### src/rtl/id_scoreboard_pkg.sv
// Shared sizing for the ID-stage register-write scoreboard.
package id_scoreboard_pkg;
    localparam int SB_NREG   = 32;
    localparam int SB_CNT_W  = 2;
    localparam int SB_PERF_W = 32;
endpackage

### src/rtl/id_scoreboard_sb_counter.sv
// Per-register outstanding-write counter: saturating up/down with synchronous clear.
module sb_counter
    import id_scoreboard_pkg::*;
#(
    parameter int CNT_W = SB_CNT_W
) (
    input  logic             clk,
    input  logic             reset,
    input  logic             clr,
    input  logic             inc,
    input  logic             dec,
    output logic [CNT_W-1:0] cnt,
    output logic             sat,
    output logic             underflow
);
    logic [CNT_W-1:0] cnt_q, cnt_d;

    assign cnt       = cnt_q;
    assign sat       = (cnt_q == '1);
    // A retire that meets an empty counter is a protocol error; same-cycle issue cancels it.
    assign underflow = !clr && dec && !inc && (cnt_q == '0);

    always_comb begin
        cnt_d = cnt_q;
        if (clr) begin
            cnt_d = '0;
        end else if (inc && !dec) begin
            if (cnt_q != '1) cnt_d = cnt_q + CNT_W'(1);
        end else if (dec && !inc) begin
            if (cnt_q != '0) cnt_d = cnt_q - CNT_W'(1);
        end
    end

    always_ff @(posedge clk or posedge reset) begin
        if (reset) cnt_q <= '0;
        else       cnt_q <= cnt_d;
    end
endmodule

### src/rtl/id_scoreboard.sv
// ID-stage scoreboard: tracks in-flight GPR writes and gates ds_ready_go on RAW hazards.
module id_scoreboard
    import id_scoreboard_pkg::*;
#(
    parameter int NREG   = SB_NREG,
    parameter int CNT_W  = SB_CNT_W,
    parameter int PERF_W = SB_PERF_W
) (
    input  logic              clk,
    input  logic              reset,
    input  logic              flush,
    input  logic              ds_valid,
    input  logic              es_allowin,
    input  logic [4:0]        ds_rs1,
    input  logic [4:0]        ds_rs2,
    input  logic              ds_use_rs1,
    input  logic              ds_use_rs2,
    input  logic              ds_gr_we,
    input  logic [4:0]        ds_dest,
    input  logic              ws_rf_we,
    input  logic [4:0]        ws_rf_waddr,
    output logic              ds_ready_go,
    output logic [NREG-1:0]   busy_vec,
    output logic [PERF_W-1:0] stall_cnt,
    output logic              err_underflow
);
    logic [NREG-1:0]   sat_vec;
    logic [NREG-1:0]   uf_vec;
    logic              issue, retire, raw_haz, sat_hit;
    logic [PERF_W-1:0] stall_cnt_q, stall_cnt_d;
    logic              err_q, err_d;

    assign busy_vec[0] = 1'b0;
    assign sat_vec[0]  = 1'b0;
    assign uf_vec[0]   = 1'b0;

    for (genvar i = 1; i < NREG; i++) begin : g_cnt
        logic [CNT_W-1:0] cnt_i;
        sb_counter #(.CNT_W(CNT_W)) u_cnt (
            .clk       (clk),
            .reset     (reset),
            .clr       (flush),
            .inc       (issue  && (ds_dest     == 5'(i))),
            .dec       (retire && (ws_rf_waddr == 5'(i))),
            .cnt       (cnt_i),
            .sat       (sat_vec[i]),
            .underflow (uf_vec[i])
        );
        assign busy_vec[i] = (cnt_i != '0);
    end

    // No regfile bypass: a source retiring this cycle still reads busy.
    assign raw_haz     = (ds_use_rs1 && busy_vec[ds_rs1]) || (ds_use_rs2 && busy_vec[ds_rs2]);
    assign sat_hit     = ds_gr_we && (ds_dest != '0) && sat_vec[ds_dest];
    assign ds_ready_go = !(raw_haz || sat_hit);

    assign issue  = ds_valid && ds_ready_go && es_allowin && ds_gr_we && (ds_dest != '0);
    assign retire = ws_rf_we && (ws_rf_waddr != '0);

    always_comb begin
        stall_cnt_d = stall_cnt_q;
        err_d       = err_q;
        if (ds_valid && !ds_ready_go) stall_cnt_d = stall_cnt_q + PERF_W'(1);
        if (|uf_vec) err_d = 1'b1;
    end

    always_ff @(posedge clk or posedge reset) begin
        if (reset) begin
            stall_cnt_q <= '0;
            err_q       <= 1'b0;
        end else begin
            stall_cnt_q <= stall_cnt_d;
            err_q       <= err_d;
        end
    end

    assign stall_cnt     = stall_cnt_q;
    assign err_underflow = err_q;
endmodule

### config.mk
export PLATFORM = sky130hd
export DESIGN_NAME = id_scoreboard
export DESIGN_NICKNAME = d
export VERILOG_FILES = /design/src/rtl/id_scoreboard_pkg.sv /design/src/rtl/id_scoreboard_sb_counter.sv /design/src/rtl/id_scoreboard.sv
export SDC_FILE = /design/constraint.sdc
export NUM_CORES = 1
export LEC_CHECK = 0
export BUFFER_PORTS_ARGS = -buffer_cell sky130_fd_sc_hd__buf_2
export CAP_MARGIN = 10
export CORE_ASPECT_RATIO = 1.5
export CORE_MARGIN = 5
export CORE_UTILIZATION = 59
export DETAILED_ROUTE_END_ITERATION = 10
export GPL_TIMING_DRIVEN = 0
export PLACE_DENSITY = 0.91
export SYNTH_ARGS = -nofsm -noshare
export SYNTH_HDL_FRONTEND = slang
export SYNTH_SLANG_ARGS = --single-unit
### constraint.sdc
create_clock -name clk -period 3.75 [get_ports clk]
set_input_delay 0.5625 -clock clk [delete_from_list [all_inputs] [get_ports clk]]
set_output_delay 0.5625 -clock clk [all_outputs]
set_load 0.005 [all_outputs]
==> results of run 1 <==
-- routing by layer --
metal / global-route usage / vias to the layer above / wire length (µm)
met5: 0 / - / 0
met4: 0.3388 / 0 / 2926
met3: 0.1038 / 200 / 3452
met2: 0.6654 / 640 / 13240
met1: 0.4648 / 3731 / 9729
li1: - / 3474 / -
-- critical path, delay by kind of cell --
family                 cells  cell delay, ps
AO/OA/AOI/OAI              4            1210
buffers and inverters      3             570
AND/OR/NAND/NOR            4            1670
-- state kept, by name, indices dropped and copies added (netlist names) --
| register | cells |
|---|---|
| stall_cnt | 32 |
| err_underflow | 1 |
| g_cnt.u_cnt.cnt | 62 |
-- worst max-delay path by stage --
stage / to / slack [ps] / depth (start not counted) / startpoint
finish: g_cnt[25].u_cnt.cnt[0] / 6 / 11 / ds_dest[1]
global route: err_underflow / 5 / 11 / g_cnt[28].u_cnt.cnt[1]
floorplan: g_cnt[11].u_cnt.cnt[0] / 310 / 11 / ds_dest[0]
global placement: stall_cnt[31] / -1030 / 12 / ds_rs1[0]
CTS: err_underflow / 1 / 12 / g_cnt[26].u_cnt.cnt[1]
detailed placement: stall_cnt[22] / -870 / 13 / ds_rs1[0]
-- metrics by stage --
step / total power [mW] / cell area (µm²) / setup TNS (ps)
finish: 2.468 / 8179 / 0
global route: 2.548 / 8179 / 0
CTS: 2.443 / 8104 / 0
detailed placement: 1.513 / 7767 / -40480
global placement: 1.502 / 7732 / -99720
floorplan: 1.331 / 7101 / 0
-- synth_stat cells, drive strengths merged (3+ instances only) --
cell	count	area share
nor3	76	0.059
and2	20	0.018
o31a	4	0.0049
a32oi	3	0.0037
a22oi	5	0.0053
a21oi	71	0.050
and3	3	0.0026
a211oi	26	0.028
nand4	8	0.0070
or2	27	0.024
clkbuf	38	0.020
a31oi	11	0.0097
or4	6	0.0074
o21ai	55	0.039
mux2i	3	0.0042
nand2b	30	0.026
nor2	95	0.050
xnor2	17	0.021
buf	14	0.011
inv	26	0.014
o211ai	8	0.0085
a21o	4	0.0042
or3	7	0.0062
and3b	5	0.0062
nor4	18	0.019
xor2	17	0.021
o21a	25	0.026
o311ai	3	0.0037
nand3	17	0.012
nand4b	3	0.0037
nor3b	10	0.011
a311oi	5	0.0070
o22ai	3	0.0026
o21bai	3	0.0032
a2111oi	5	0.0062
nand2	70	0.037
and4	6	0.0074
mux4	6	0.019
o31ai	4	0.0042
dfrtp	95	0.33
nor2b	10	0.0088
-- cell type report --
type,instances,area [µm²],share of cell area
clock buffers,10,239.0,0.02922
repair buffers,91,480.5,0.05874
clock inverters,6,62.56,0.007649
flip-flops and latches,95,2379,0.2908
well taps,153,191.4,0.02341
inverters,27,103.9,0.01270
multi-input cells,722,4504,0.5507
plain buffers,47,219.0,0.02677
-- power breakdown --
group | leakage, nW | switching, mW | internal, mW
registers | 1.29 | 0.0385 | 1.05
clock network | 0.148 | 0.458 | 0.487
logic | 2.15 | 0.296 | 0.135
-- kinds of logic (layout without fill, tap and decap cells) --
| kind of cell | count (synthesis) | in the layout | synth area share |
|---|---|---|---|
| AO/OA/AOI/OAI | 259 | 259 | 0.2381 |
| XOR/XNOR | 34 | 34 | 0.04194 |
| adder cells (fa/ha/maj) | 1 | 1 | 0.001762 |
| buffers and inverters | 79 | 181 | 0.04581 |
| flip-flops | 95 | 95 | 0.3348 |
| multiplexers | 11 | 11 | 0.02643 |
| other | 1 | 1 | 0.0005281 |
| AND/OR/NAND/NOR | 416 | 416 | 0.3107 |
-- repair_timing --
item | in CTS | in global routing
buffers inserted | 0 | 1
pin swaps | 1 | 1
cloned | 0 | 0
endpoints found under the setup margin | 76 | 69
resized for setup | 13 | 25
==> out/results.tsv, run 1 <==
stage	metric	value	unit
setup_path	critPathKind	in -> reg	
floorplan	die_y	144.4	µm
clocking	htreeDepth	3	
clocking	cts_tree	yes	
outcome	outcome	completed	
pwr	p_per_area	301.7	nW/µm²
logic_synthesis	ys_warn_count	0	
layout	synthToLayoutAreaGrowth	15.19	%
layout	mostFrequentLayoutCell	buf_2	
logic_synthesis	syn-num-nets	926	
floorplan	design.die.area	14370	µm²
global_route	first_global_vias	8061	
setup_path	endpoint_kind	flip-flop	
floorplan	core	11890	µm²
logic_synthesis	synth_seq_cells	95	
routing	vias	8045	
global_route	antenna_found_initial	0	
timing	final_max_slew_viol_count	0	
setup_path	cp.arrival	4020	ps
layout	final_cells	1151	
clocking	path_clk_slew	70	ps
clocking	hold_buffers	0	
setup_path	crit-reg2reg-launch	g_cnt[16].u_cnt.cnt[1]	
setup_path	crit_path_max_fanout	10	
layout	nets	1023	
timing	max_slew_margin	0.2533	
placed_design	dp.cells	1139	
placed_design	io_buffers	88	
logic_synthesis	yosysUniqueCellTypes	74	
global_route	grt_use_total	0.4148	
floorplan	fp.dieW	99.57	µm
routing	wl_per_cell	25.50	µm
timing	period_share	0.9985	
setup_path	worstRegToRegCells	9	
global_route	overflow	0	
logic_synthesis	seq_area_frac_synth	0.3348	
setup_path	reg2reg_to	g_cnt[25].u_cnt.cnt[0]	
routing	routed_via_density	6.990	
routing	ant_nets	0	
layout	drive_gt1_frac	0.1844	
routing	wirelength	29350	µm
pwr	ir_drop	318.1	µV
timing	tightest_slew	1110	ps
setup_path	worstPathRequired	4030	ps
global_route	grt_start_max_net_pins	65	
timing	fin_ws	5.723	ps
global_route	grt_pass1_wl	44990	µm
placed_design	hpwl	21770	µm
layout	fin_util	0.6877	
timing	fin_hold_ws	226.0	ps
layout	nFillCells	999	
setup_path	startpoint_type	input port	
setup_path	ff2ff_setup_slack	60	ps
timing	min_period	3744	ps
setup_path	cpMostUsedCell	buf_2	
logic_synthesis	synth-edff-count	0	
floorplan	rows	49	
layout	antennaDiodeCount	0	
flow_run	maxCapViolCount	0	
pwr	p_leak	3.589	nW
logic_synthesis	synthCells	896	
timing	hold_viol_final	0	
clocking	insertion_delay	360	ps
logic_synthesis	synthArstFlopShare	1.000	
logic_synthesis	yosys_most_used_dff	dfrtp_1	
placed_design	place_congestion	1.085	
setup_path	crit_chain	buf_2, buf_4, buf_2, a311oi_1, nor4_1, or4_4, a311oi_4, nand3_1, or3_1, a2111o_1, o21ai_1	
logic_synthesis	netlist_area	7101	µm²
min_path	min_path_type	in -> async	
routing	drt_iter0_markers	933	
timing	setup_violations	0	
setup_path	cp_slowest_cell	or4_4	
timing	clock.fmax	267.1	MHz
setup_path	max_stage_delay	610	ps
routing	firstDrtPassIters	8	
timing	rsz0062_at_grt	false	
floorplan	pin_count	95	
placed_design	dpl_worst_slack	-869.5	ps
clocking	cts-root-buf	clkbuf_16	
logic_synthesis	postSynthAreaPerCell	7.925	µm²
clocking	cts_sinks	95	
routing	drc	0	
clocking	cts_buffers	9	
layout	layout_common_cells	97 x buf_2, 94 x dfrtp_1, 92 x nor2_1	
clocking	cts_buffer_depth	2	
timing	clock_skew	10.29	ps
floorplan	start_util	0.5970	
No activity file was read; power rests on OpenSTA's default activity.
==> run 2, diff against run 1 <==
REMOVE_ABC_BUFFERS = 1   (was unset)
==> out/results.tsv, run 2 (same netlist as run 1, synthesis figures left out) <==
stage	metric	value	unit	change
clocking	cts-root-buf	clkbuf_16		
pwr	internal-power	1.717	mW	+2.5%
pwr	p_clk_frac	0.403		+0.020
min_path	min_path_type	in -> async		
pwr	pwr-share-comb	0.158		-0.017
outcome	outcome	finished, violations left		
global_route	grt_start_max_net_pins	60		-7.7%
clocking	cts_buffers	9		unchanged
setup_path	endpoint_kind	flip-flop		
timing	rsz0062_at_grt	true		
clocking	htreeDepth	3		unchanged
global_route	grt_pass1_wl	37840	µm	-16%
routing	wl_per_cell	21.68	µm	-15%
layout	fin_util	0.6714		-0.01631
setup_path	startpoint_type	input port		
floorplan	core	11890	µm²	unchanged
setup_path	crit_path_max_fanout	19		+9
timing	max_slew_margin	0.2812		+0.02787
clocking	insertion_delay	370	ps	about the same
layout	layout_common_cells	95 x nor2_1, 95 x dfrtp_1, 91 x buf_2		
floorplan	die_y	144.4	µm	unchanged
routing	wirelength	24110	µm	-18%
layout	nFillCells	1030		+3.1%
global_route	antenna_found_initial	0		unchanged
setup_path	cp.arrival	4080	ps	+60 ps
clocking	cts_sinks	95		unchanged
placed_design	dpl_worst_slack	-722.5	ps	+147.0 ps
layout	nets	984		-3.8%
setup_path	path_depth	10		-1
outcome	violations	negative setup slack		
setup_path	reg2reg_to	g_cnt[25].u_cnt.cnt[0]		
timing	fin_ws	-55.26	ps	-60.98 ps
placed_design	hpwl	16620	µm	-24%
global_route	grt_use_total	0.3350		-0.07984
timing	hold_viol_final	0		unchanged
layout	synthToLayoutAreaGrowth	12.46	%	
setup_path	ff2ff_setup_slack	20	ps	-40 ps
setup_path	worstRegToRegCells	9		unchanged
setup_path	crit_family	simple AND/OR/NAND/NOR gates		
placed_design	place_congestion	1.042		-3.9%
placed_design	placed_area	7599	µm²	-2.2%
clocking	cts_buffer_depth	2		unchanged
layout	regArea	2377	µm²	about the same
layout	largest_reg_flops	62		unchanged
setup_path	worstPathRequired	4030	ps	about the same
pwr	p_per_area	310.5	nW/µm²	+2.9%
flow_run	maxCapViolCount	0		unchanged
pwr	power_switching	0.7626	mW	-3.8%
setup_path	crit-reg2reg-launch	g_cnt[6].u_cnt.cnt[1]		
clocking	cts_tree	yes		
layout	multi_input_area	4459	µm²	-1.0%
timing	tightest_slew	1076	ps	-33.78 ps
routing	routed_via_density	6.923		-0.96%
floorplan	start_util	0.5970		unchanged
placed_design	io_buffers	93		+5.7%
global_route	first_global_vias	7153		-11%
setup_path	startpoint	ds_dest[0]		
pwr	pwr-share-seq	0.440		-0.003
layout	fin_area	7985	µm²	-2.4%
routing	firstDrtPassIters	8		unchanged
floorplan	pin_count	95		unchanged
global_route	overflow	0		unchanged
routing	drc	0		unchanged
timing	setup_violations	1		+1
timing	period_share	1.015		+0.01626
floorplan	rows	49		unchanged
timing	clock_skew	18.13	ps	+7.842 ps
pwr	p_sw_frac	0.3076		-0.01362
setup_path	crit_path_end	g_cnt[25].u_cnt.cnt[0]		
setup_path	crit_buf_inv	1		-2
routing	drt_iter0_markers	1051		+13%
routing	vias	7698		-4.3%
setup_path	critPathKind	in -> reg		
timing	fin_hold_ws	230.6	ps	+4.556 ps
timing	clock.fmax	262.8	MHz	-1.6%
routing	ant_nets	0		unchanged
setup_path	max_stage_delay	620	ps	about the same
layout	drive_gt1_frac	0.1752		-0.009186
floorplan	fp.dieW	99.57	µm	unchanged
clocking	path_clk_slew	90	ps	+20 ps
floorplan	design.die.area	14370	µm²	unchanged
timing	final_max_slew_viol_count	0		unchanged
pwr	p_leak	3.522	nW	-1.9%
setup_path	crit_chain	buf_4, nand2b_2, a21oi_1, nor4_1, or4_4, a311oi_2, nand3_1, or3_1, a2111o_1, o21ai_1		
pwr	ir_drop	301.8	µV	-5.1%
layout	antennaDiodeCount	0		unchanged
timing	min_period	3805	ps	+60.98 ps
setup_path	cp_slowest_cell	or4_4		
run 2: cell count changes in the layout (fill, tap and decap cells not counted), sizes merged:
cell,previous run,this run
or4,6,7
buf,104,98
clkbuf,44,9
bufinv,0,1
run 2: layout make-up:
type                    count  area share
repair buffers             98     0.06769
clock inverters             7     0.01097
flip-flops and latches     95      0.2977
multi-input cells         723      0.5584
clock buffers               9     0.02820
inverters                  27     0.01301
well taps                 153     0.02397
run 2: worst min-delay path by stage:
stage | start | end | slack, ps | cells after the start
CTS | reset | g_cnt[19].u_cnt.cnt[0] | 260 | 2
global placement | stall_cnt[31] | stall_cnt[31] | 450 | 1
detailed placement | stall_cnt[31] | stall_cnt[31] | 460 | 1
global route | reset | g_cnt[13].u_cnt.cnt[0] | 290 | 2
finish | reset | g_cnt[19].u_cnt.cnt[0] | 230 | 2
floorplan | stall_cnt[31] | stall_cnt[31] | 460 | 1
run 2: what timing repair did:
item | CTS | global route
pin swaps | 0 | 1
hold buffers | 0 | 0
cloned | 0 | 1
endpoints found under the setup margin | 50 | 15
resized for setup | 9 | 7
buffers inserted | 2 | 0
run 2: metal layers:
| metal | vias to the layer above | global-route usage | share of wire |
|---|---|---|---|
| li1 | 3399 | - | - |
| met1 | 3548 | 0.4101 | 0.36 |
| met2 | 594 | 0.5428 | 0.46 |
| met3 | 157 | 0.07625 | 0.12 |
| met4 | 0 | 0.1928 | 0.067 |
| met5 | - | 0 | 0 |
run 2: power by group through the flow:
stage | Sequential, mW | Clock (mW) | Combinational (mW)
global placement | 1.11 | 0 | 0.349
detailed placement | 1.11 | 0 | 0.365
global route | 1.10 | 1.05 | 0.421
floorplan | 1.11 | 0 | 0.184
finish | 1.09 | 0.998 | 0.391
CTS | 1.09 | 1.00 | 0.374
run 2: stage by stage:
step                total power, mW  instances  setup TNS (ps)
CTS                           2.466       1111               0
detailed placement            1.473       1093          -29570
global route                  2.572       1112          -92.38
finish                        2.479       1112          -55.26
global placement              1.456       1090          -91170
floorplan                     1.290        844               0
==> run 3, diff against run 2 <==
GPL_TIMING_DRIVEN = unset   (was 0)
SKIP_CTS_REPAIR_TIMING = 1   (was unset)
==> out/results.tsv, run 3 (same netlist as run 1, synthesis figures left out) <==
stage	metric	value	unit	change
outcome	outcome	completed		
routing	wirelength	26070	µm	+8.2%
clocking	insertion_delay	360	ps	about the same
min_path	min_path_type	in -> async		
routing	ant_nets	0		unchanged
layout	final_cells	1157		+4.0%
pwr	pwr-share-seq	0.445		+0.005
setup_path	worstPathRequired	3190	ps	-840 ps
placed_design	placed_area	7931	µm²	+4.4%
clocking	cts-root-buf	clkbuf_16		
routing	firstDrtPassIters	5		-3
floorplan	fp.dieW	99.57	µm	unchanged
timing	fin_tns_setup	0	ps	+55.26 ps
setup_path	ff2ff_setup_slack	260	ps	+240 ps
routing	drc	0		unchanged
floorplan	start_util	0.5970		unchanged
routing	drt_iter0_markers	725		-31%
timing	final_max_slew_viol_count	0		unchanged
timing	max_slew_margin	0.3772		+0.09594
placed_design	hpwl	19360	µm	+16%
setup_path	critPathKind	reg -> out		
pwr	p_clk_frac	0.384		-0.019
layout	mostFrequentLayoutCell	dfrtp_1		
floorplan	rows	49		unchanged
floorplan	core	11890	µm²	unchanged
layout	antennaDiodeCount	0		unchanged
setup_path	startpoint_type	flip-flop		
layout	layout_common_cells	95 x dfrtp_1, 94 x nor2_1, 93 x buf_2		
pwr	p_sw_frac	0.3194		+0.01186
global_route	overflow	0		unchanged
layout	fin_area	8227	µm²	+3.0%
pwr	power_switching	0.7827	mW	+2.6%
pwr	p_leak	3.711	nW	+5.4%
floorplan	design.die.area	14370	µm²	unchanged
layout	synthToLayoutAreaGrowth	15.86	%	
clocking	cts_tree	yes		
placed_design	dp.cells	1141		+4.4%
clocking	htreeDepth	3		unchanged
setup_path	cp.arrival	3050	ps	-1030 ps
placed_design	place_congestion	1.077		+3.3%
floorplan	die_y	144.4	µm	unchanged
routing	wl_per_cell	22.53	µm	+3.9%
pwr	pwr-share-comb	0.171		+0.013
global_route	first_global_vias	7675		+7.3%
clocking	cts_sinks	95		unchanged
timing	setup_violations	0		-1
timing	period_share	0.9624		-0.05237
timing	rsz0062_at_grt	false		
routing	vias	7899		+2.6%
pwr	internal-power	1.668	mW	-2.9%
clocking	path_clk_slew	70	ps	-20 ps
routing	routed_via_density	6.827		-1.4%
layout	largest_reg_flops	62		unchanged
pwr	p_per_area	297.9	nW/µm²	-4.1%
clocking	cts_buffers	9		unchanged
flow_run	maxCapViolCount	0		unchanged
global_route	grt_use_total	0.3680		+0.03300
layout	drive_gt1_frac	0.2022		+0.02701
timing	tightest_slew	934.3	ps	-141.7 ps
floorplan	pin_count	95		unchanged
pwr	ir_drop	258.9	µV	-14%
setup_path	endpoint_kind	output pin		
timing	clock.fmax	277.1	MHz	+5.4%
clocking	cts_buffer_depth	2		unchanged
global_route	antenna_found_initial	0		unchanged
layout	nets	1029		+4.6%
setup_path	worstRegToRegCells	10		+1
setup_path	crit_path_max_fanout	5		-14
global_route	grt_pass1_wl	40860	µm	+8.0%
placed_design	io_buffers	93		unchanged
timing	hold_viol_final	0		unchanged
timing	clock_skew	9.217	ps	-8.918 ps
timing	min_period	3609	ps	-196.4 ps
global_route	grt_start_max_net_pins	75		+25%
==> run 3: changes by cell type in the layout (fill, tap and decap cells not counted), sizes merged <==
cell / delta
or4: -1
inv: -1
buf: +46
bufinv: -1
clkinv: +2
==> run 3: critical path, stage by stage, from the launching register on <==
cell and delay, ps:
dfrtp_1 440, nor2_2 260, inv_1 170, mux4_2 480
mux2i_1 190, a2111oi_0 200, or2_1 280, buf_4 150
nor3_1 330, buf_2 190
==> run 3: layout make-up <==
type | count | area, µm²
fillers | 1034 | 3667
repair buffers | 144 | 860.8
inverters | 27 | 103.9
clock buffers | 9 | 225.2
well taps | 153 | 191.4
clock inverters | 7 | 67.56
flip-flops and latches | 95 | 2377
multi-input cells | 722 | 4400
==> run 3: path summary, 6_finish.rpt <==
kind | end | start
min in group clk | stall_cnt[31] | stall_cnt[31]
max in group asynchronous | g_cnt[23].u_cnt.cnt[0] | reset
min | g_cnt[13].u_cnt.cnt[1] | reset
max reg2reg | g_cnt[11].u_cnt.cnt[0] | g_cnt[31].u_cnt.cnt[1]
min reg2reg | stall_cnt[31] | stall_cnt[31]
max | ds_ready_go | g_cnt[31].u_cnt.cnt[1]
==> run 3: metrics by stage <==
stage               hold WS, ps  worst slack, ps    util  power (mW)
detailed placement        458.2            79.39  0.6668       1.513
CTS                       438.6            138.7  0.6915       2.441
floorplan                 464.7            70.17       -       1.290
global route              498.2            25.33  0.6917       2.525
global placement          459.0            132.3  0.6668       1.504
finish                    391.1            141.1  0.6917       2.451
==> run 3: power by group through the flow <==
stage | Sequential, mW | Combinational (mW) | Clock [mW]
after global routing | 1.09 | 0.447 | 0.983
final | 1.09 | 0.418 | 0.942
after global placement | 1.11 | 0.396 | 0
after CTS | 1.09 | 0.404 | 0.946
after floorplan | 1.11 | 0.184 | 0
after detailed placement | 1.11 | 0.403 | 0
==> run 3: metal layers <==
layer,vias to the layer above,share of wire,track usage
met2,549,0.47,0.6023
met4,0,0.074,0.2324
li1,3493,-,-
met3,145,0.10,0.08012
met5,-,0,0
met1,3712,0.36,0.4386
